**config.mk**
```make
export PLATFORM = sky130hd
export DESIGN_NAME = qspi_arb_flat
export DESIGN_NICKNAME = d
export VERILOG_FILES = /design/src/rtl/qspi_arb_pkg.sv /design/src/rtl/qspi_arb_if.sv /design/src/rtl/qspi_arb.sv /design/src/flat_wrapper.sv
export SDC_FILE = /design/constraint.sdc
export NUM_CORES = 1
export LEC_CHECK = 0
export CAP_MARGIN = 40
export CORE_ASPECT_RATIO = 1.25
export CORE_UTILIZATION = 40
export CTS_CLUSTER_SIZE = 24
export DETAILED_ROUTE_END_ITERATION = 8
export MAX_ROUTING_LAYER = met4
export PLACE_DENSITY = 0.76
export SETUP_SLACK_MARGIN = 0.5
export SLEW_MARGIN = 30
export SYNTH_ARGS = -nofsm -noshare
export SYNTH_HDL_FRONTEND = slang
export SYNTH_SLANG_ARGS = --single-unit
```
**constraint.sdc**
```tcl
create_clock -name clk -period 3 [get_ports clk]
set_clock_uncertainty 0.1 [all_clocks]
set_input_delay 0.6 -clock clk [delete_from_list [all_inputs] [get_ports clk]]
set_output_delay 0.6 -clock clk [all_outputs]
set_load 0.005 [all_outputs]
```
**src/rtl/qspi_arb_pkg.sv**
```systemverilog
// qspi_arb_pkg: shared state encoding and chip-select idle constant for qspi_arb.
package qspi_arb_pkg;
  typedef enum logic [2:0] {INIT, IDLE, ISSUE, WAIT_START, WAIT_END, GAP} state_t;
  localparam logic [1:0] CS_IDLE = 2'b11;
endpackage

```
**src/rtl/qspi_arb_if.sv**
```systemverilog
// qspi_arb_if: requester-side and qspi-engine-side signals of qspi_arb.
interface qspi_arb_if #(parameter int PA = 24, parameter int LINE_LENGTH = 4);
  localparam int AW = PA - $clog2(LINE_LENGTH);
  logic i_req, i_ack, i_done;
  logic [AW-1:0] i_addr;
  logic d_req, d_write, d_ack, d_done;
  logic [AW-1:0] d_addr;
  logic q_req, q_i_d, q_mem, q_write;
  logic [AW-1:0] q_paddr;
  logic [1:0] q_cs;
  logic busy;
  modport slave(
    input i_req, i_addr, d_req, d_write, d_addr, q_cs,
    output i_ack, i_done, d_ack, d_done, q_req, q_i_d, q_mem, q_write, q_paddr, busy
  );
  modport master(
    output i_req, i_addr, d_req, d_write, d_addr, q_cs,
    input i_ack, i_done, d_ack, d_done, q_req, q_i_d, q_mem, q_write, q_paddr, busy
  );
endinterface

```
**src/rtl/qspi_arb.sv**
```systemverilog
// qspi_arb: shares one qspi engine between icache and dcache fills/writebacks.
// Define QSPI_ARB_AGE_EN to let a starved instruction side win after AGE_LIMIT data grants.
module qspi_arb
  import qspi_arb_pkg::*;
#(
  parameter int PA = 24,
  parameter int LINE_LENGTH = 4,
  parameter int MEM_BIT = PA - 1,
  parameter int GAP_CYCLES = 2
`ifdef QSPI_ARB_AGE_EN
  , parameter int AGE_LIMIT = 4
`endif
) (
  input logic clk,
  input logic reset_n,
  qspi_arb_if.slave bus
);
  localparam int LB = $clog2(LINE_LENGTH);
  state_t state;
  logic [3:0] gap;
  logic seen, id_q, wr_q, grant_i, grant_d, cs_idle, done_now;
  logic [PA-LB-1:0] addr_q;
  assign cs_idle = bus.q_cs == CS_IDLE;
`ifdef QSPI_ARB_AGE_EN
  logic [2:0] age;
  assign grant_i = bus.i_req && (!bus.d_req || age == 3'(AGE_LIMIT));
`else
  assign grant_i = bus.i_req && !bus.d_req;
`endif
  assign grant_d = bus.d_req && !grant_i;
  assign bus.i_ack = state == IDLE && grant_i;
  assign bus.d_ack = state == IDLE && grant_d;
  assign done_now = state == WAIT_END && cs_idle;
  assign bus.i_done = done_now && id_q;
  assign bus.d_done = done_now && !id_q;
  assign bus.q_i_d = id_q;
  assign bus.q_write = wr_q;
  assign bus.q_paddr = addr_q;
  assign bus.q_mem = addr_q[MEM_BIT-LB];
  always_ff @(posedge clk or negedge reset_n) begin
    if (!reset_n) begin
      state <= INIT;
      gap <= '0;
      seen <= 1'b0;
      id_q <= 1'b0;
      wr_q <= 1'b0;
      addr_q <= '0;
      bus.q_req <= 1'b0;
      bus.busy <= 1'b0;
`ifdef QSPI_ARB_AGE_EN
      age <= '0;
`endif
    end else begin
      bus.q_req <= 1'b0;
      bus.busy <= 1'b1;
      case (state)
        INIT: begin
          // Wait out the power-on quad-enable command the engine issues itself
          if (!cs_idle) seen <= 1'b1;
          else if (seen) begin
            gap <= 4'(GAP_CYCLES - 1);
            state <= GAP;
          end
        end
        IDLE: begin
          if (grant_i || grant_d) begin
            id_q <= grant_i;
            wr_q <= grant_d && bus.d_write;
            addr_q <= grant_i ? bus.i_addr : bus.d_addr;
            bus.q_req <= 1'b1;
            state <= ISSUE;
          end else bus.busy <= 1'b0;
        end
        ISSUE: state <= WAIT_START;
        WAIT_START: if (!cs_idle) state <= WAIT_END;
        WAIT_END: begin
          if (cs_idle) begin
            gap <= 4'(GAP_CYCLES - 1);
            state <= GAP;
          end
        end
        GAP: begin
          if (gap == 4'd0) begin
            state <= IDLE;
            bus.busy <= 1'b0;
          end else gap <= gap - 4'd1;
        end
        default: state <= INIT;
      endcase
`ifdef QSPI_ARB_AGE_EN
      if (state == IDLE && grant_i) age <= '0;
      else if (state == IDLE && grant_d && bus.i_req) age <= age + 3'd1;
`endif
    end
  end
endmodule

```
**src/flat_wrapper.sv**
```systemverilog
// flat-port wrapper written by rule: the top's interface ports become plain ports
module qspi_arb_flat import qspi_arb_pkg::*;
#(
  parameter int PA = 24,
  parameter int LINE_LENGTH = 4,
  parameter int MEM_BIT = PA - 1,
  parameter int GAP_CYCLES = 2

)
  (clk, reset_n, bus_i_req, bus_i_addr, bus_d_req, bus_d_write, bus_d_addr, bus_q_cs, bus_i_ack, bus_i_done, bus_d_ack, bus_d_done, bus_q_req, bus_q_i_d, bus_q_mem, bus_q_write, bus_q_paddr, bus_busy);
  qspi_arb_if #(.PA(PA), .LINE_LENGTH(LINE_LENGTH)) bus_i ();
  input logic clk;
  input logic reset_n;
  input wire logic [$bits(bus_i.i_req)-1:0] bus_i_req;
  input wire logic [$bits(bus_i.i_addr)-1:0] bus_i_addr;
  input wire logic [$bits(bus_i.d_req)-1:0] bus_d_req;
  input wire logic [$bits(bus_i.d_write)-1:0] bus_d_write;
  input wire logic [$bits(bus_i.d_addr)-1:0] bus_d_addr;
  input wire logic [$bits(bus_i.q_cs)-1:0] bus_q_cs;
  output wire logic [$bits(bus_i.i_ack)-1:0] bus_i_ack;
  output wire logic [$bits(bus_i.i_done)-1:0] bus_i_done;
  output wire logic [$bits(bus_i.d_ack)-1:0] bus_d_ack;
  output wire logic [$bits(bus_i.d_done)-1:0] bus_d_done;
  output wire logic [$bits(bus_i.q_req)-1:0] bus_q_req;
  output wire logic [$bits(bus_i.q_i_d)-1:0] bus_q_i_d;
  output wire logic [$bits(bus_i.q_mem)-1:0] bus_q_mem;
  output wire logic [$bits(bus_i.q_write)-1:0] bus_q_write;
  output wire logic [$bits(bus_i.q_paddr)-1:0] bus_q_paddr;
  output wire logic [$bits(bus_i.busy)-1:0] bus_busy;
  assign bus_i.i_req = bus_i_req;
  assign bus_i.i_addr = bus_i_addr;
  assign bus_i.d_req = bus_d_req;
  assign bus_i.d_write = bus_d_write;
  assign bus_i.d_addr = bus_d_addr;
  assign bus_i.q_cs = bus_q_cs;
  assign bus_i_ack = bus_i.i_ack;
  assign bus_i_done = bus_i.i_done;
  assign bus_d_ack = bus_i.d_ack;
  assign bus_d_done = bus_i.d_done;
  assign bus_q_req = bus_i.q_req;
  assign bus_q_i_d = bus_i.q_i_d;
  assign bus_q_mem = bus_i.q_mem;
  assign bus_q_write = bus_i.q_write;
  assign bus_q_paddr = bus_i.q_paddr;
  assign bus_busy = bus_i.busy;
  qspi_arb #(.PA(PA), .LINE_LENGTH(LINE_LENGTH), .MEM_BIT(MEM_BIT), .GAP_CYCLES(GAP_CYCLES)) u_core (.clk(clk), .reset_n(reset_n), .bus(bus_i));
endmodule
```
==> run_results.csv <==
group,metric,value,unit
synthesis,yosysUniqueCellTypes,38,
sta,hold_viol,0,
synthesis,synth-async-reset-ratio,1.00,
sta,period_needed,2.41,ns
clocking,cts.hold.buffers_added,0,
synthesis,synth.most_common_cell,"mux2_4",
sta,fmax,0.415,GHz
synthesis,ys.flop_type,"dfrtp_1",
sta,worst_slew_pin_slew,0.440,ns
critical_path,worst-setup-path-type,"in -> out",
floorplanning,rows,28,
synthesis,yosysWarnings,0,
clocking,clkLatencyLatePin,0.29,ns
clocking,clock_sinks,34,
clocking,cts_buffer_depth,2,
route,dr.pass1.iters,4,
sta,setup_viol,0,
critical_path,critical_path_arrival,1.71,ns
cells_and_area,diodes,0,
critical_path,cp_slowest_stage_delay,0.50,ns
route,wl_per_cell,15.0,µm
critical_path,cp_data_required_time,2.30,ns
critical_path,critPathSlowestCell,"clkdlybuf4s50_1",
worst_hold_path,min-delay-path-class,"reg -> reg",
synthesis,synth_seq_area_share,0.431,
floorplanning,start_util,0.417,
synthesis,yosys.area.top_type,"dfrtp_1",
critical_path,cp-end-kind,"primary output",
clocking,htree_levels,2,
power,cellPowerDensity,835,mW/mm²
job,cap_viol_max_count,0,
grt,gr-usage-all-layers,0.181,
synthesis,netlist_area,0.00197,mm²
cells_and_area,fin_nets,284,
synthesis,yosys-top-cells-area,"dfrtp_1 43%, mux2_4 29%, mux2_2 4.0%",
grt,grt_pass1_wl,6950,µm
floorplanning,die-area,0.00522,mm²
sta,rsz0062_at_grt,"no",
synthesis,synth_common_cells,"38 x mux2_4, 34 x dfrtp_1, 7 x inv_1, 7 x mux2_2",
synthesis,synth_edf_count,0,
placed_design,gp_congestion,0.779,
route,viasPerCell,5.04,
grt,grt_start_max_net_pins,35,
synthesis,syn_avg_cell_area,13.8,µm²
critical_path,crit_path_max_fanout,5,
clocking,cts_tree,"built",
clocking,root_buffer,"clkbuf_8",
sta,slew_violations,0,
clocking,clk_pin_slew,0.06,ns
sta,fin_setup_tns,0,ns
synthesis,synth_top_area_share,0.431,
critical_path,crit_family,"buffers and inverters",
route,wl,4390,µm
floorplanning,core_area,0.00473,mm²
critical_path,critical_path_buf_inv_count,2,
run_status,status,"complete, no violations",
sta,fin_crit_sh,0.802,
placed_design,portBuffers,81,
grt,antenna_found_initial,0,
power,vdd_drop_max,0.456,mV
synthesis,synthCells,143,
sta,relSlewSlack,0.706,
synthesis,ys_ff_latch,34,
route,vias,1472,
floorplanning,io_pins,82,
placed_design,hpwlAfterDp,3070,µm
grt,first_global_vias,1447,
power,p_leak,1.30,nW
floorplanning,die_y,80.5,µm
power,finalPower,2.45,mW
route,drt-initial-drc-count,78,
cells_and_area,synthToLayoutAreaGrowth,48.7,%
floorplanning,die_w,64.8,µm
clocking,cts_buffers,5,
route,antenna_left,0,
route,drcViolationCount,0,
synthesis,synth_nets,196,
critical_path,path_cells,"clkdlybuf4s50_1, and2_4, nand2_1, nor3_1, clkdlybuf4s15_1",
cells_and_area,drive_above_1_share,0.310,
grt,globalRouteOverflowTotal,0,
critical_path,cp-start-kind,"input port",
-- timing repair --
item,CTS,global route
hold endpoints to repair,0,0
setup buffers,0,6
resized for setup,8,4
setup endpoints to repair,4,4
-- cell usage in the layout (no fill, tap or decap), types with 2 or more instances in the layout --
cell and n:
clkdlybuf4s50_1 77, mux2_4 38, dfrtp_1 31, buf_4 9
inv_1 7, mux2_2 7, clkbuf_8 6, nor2_1 4
nor3_1 4, o21ai_0 4, a21oi_1 3, dfrtp_2 3
nor2b_1 2, nand2_1 2, and2_1 2, nor3b_1 2
o22ai_1 2, ha_1 2, dlygate4sd2_1 2, clkdlybuf4s15_1 2
-- registers in the layout, summed over array words and instances, names as in the netlist --
register            flops
u_core.bus.q_i_d        1
u_core.state            3
u_core.gap              4
u_core.bus.q_write      1
u_core.bus.q_paddr     22
u_core.seen             1
u_core.bus.busy         1
u_core.bus.q_req        1
-- final timing paths --
check                                             startpoint                           endpoint  slack [ns]  cells past startpoint
setup / recovery                                 bus_q_cs[0]                         bus_i_done        0.59                      5
hold / removal             u_core.bus.q_paddr[5]$_DFFE_PN0P_  u_core.bus.q_paddr[5]$_DFFE_PN0P_        0.41                      1
setup reg to reg                   u_core.gap[0]$_DFFE_PN0P_          u_core.gap[0]$_DFFE_PN0P_        1.19                      5
hold reg to reg            u_core.bus.q_paddr[5]$_DFFE_PN0P_  u_core.bus.q_paddr[5]$_DFFE_PN0P_        0.41                      1
max in group asynchronous                            reset_n        u_core.state[1]$_DFFE_PN0P_        1.84                      2
min in group asynchronous                            reset_n  u_core.bus.q_paddr[3]$_DFFE_PN0P_        0.63                      2
-- area by class of cell --
class | instances | area, µm²
clock buffers | 7 | 86.3
inverters | 7 | 26.3
repair buffers | 90 | 876
fillers | 389 | 1800
multi-input cells | 93 | 1010
flip-flops and latches | 34 | 855
well taps | 60 | 75.1
clock inverters | 1 | 5.00
-- power breakdown --
part           switching (mW)  internal, mW  total [mW]
Combinational           0.433         0.847        1.28
Clock                   0.165         0.185       0.350
Sequential              0.139         0.680       0.819
-- stage by stage --
step | worst slack (ns) | cell area, µm² | hold slack, ns | std cells | util
after floorplan | 1.16 | 1970 | 0.204 | 143 | -
after global placement | 0.292 | 2780 | 0.392 | 278 | 0.588
after detailed placement | 0.249 | 2780 | 0.393 | 278 | 0.588
after CTS | 0.525 | 2880 | 0.410 | 286 | 0.609
after global routing | 0.493 | 2930 | 0.428 | 292 | 0.620
final | 0.593 | 2930 | 0.409 | 292 | 0.620
-- per-layer routing --
layer  global-route usage  up-vias  part of all wire
met5                    -        -                 0
met4               0.0689        0             0.014
met3               0.0483        6             0.058
met2                0.290       54              0.51
met1                0.216      723              0.42
li1                     -      689                 -
-- cells by family (layout without fill, tap and decap cells) --
group,after synthesis,in the layout,share of synthesized area
mux,46,46,0.334
flops,34,34,0.431
simple gates,26,26,0.0881
compound gates,19,19,0.0691
buf+inv,16,105,0.0647
fa+ha+maj,2,2,0.0127
(Power assumes the default switching activity.)
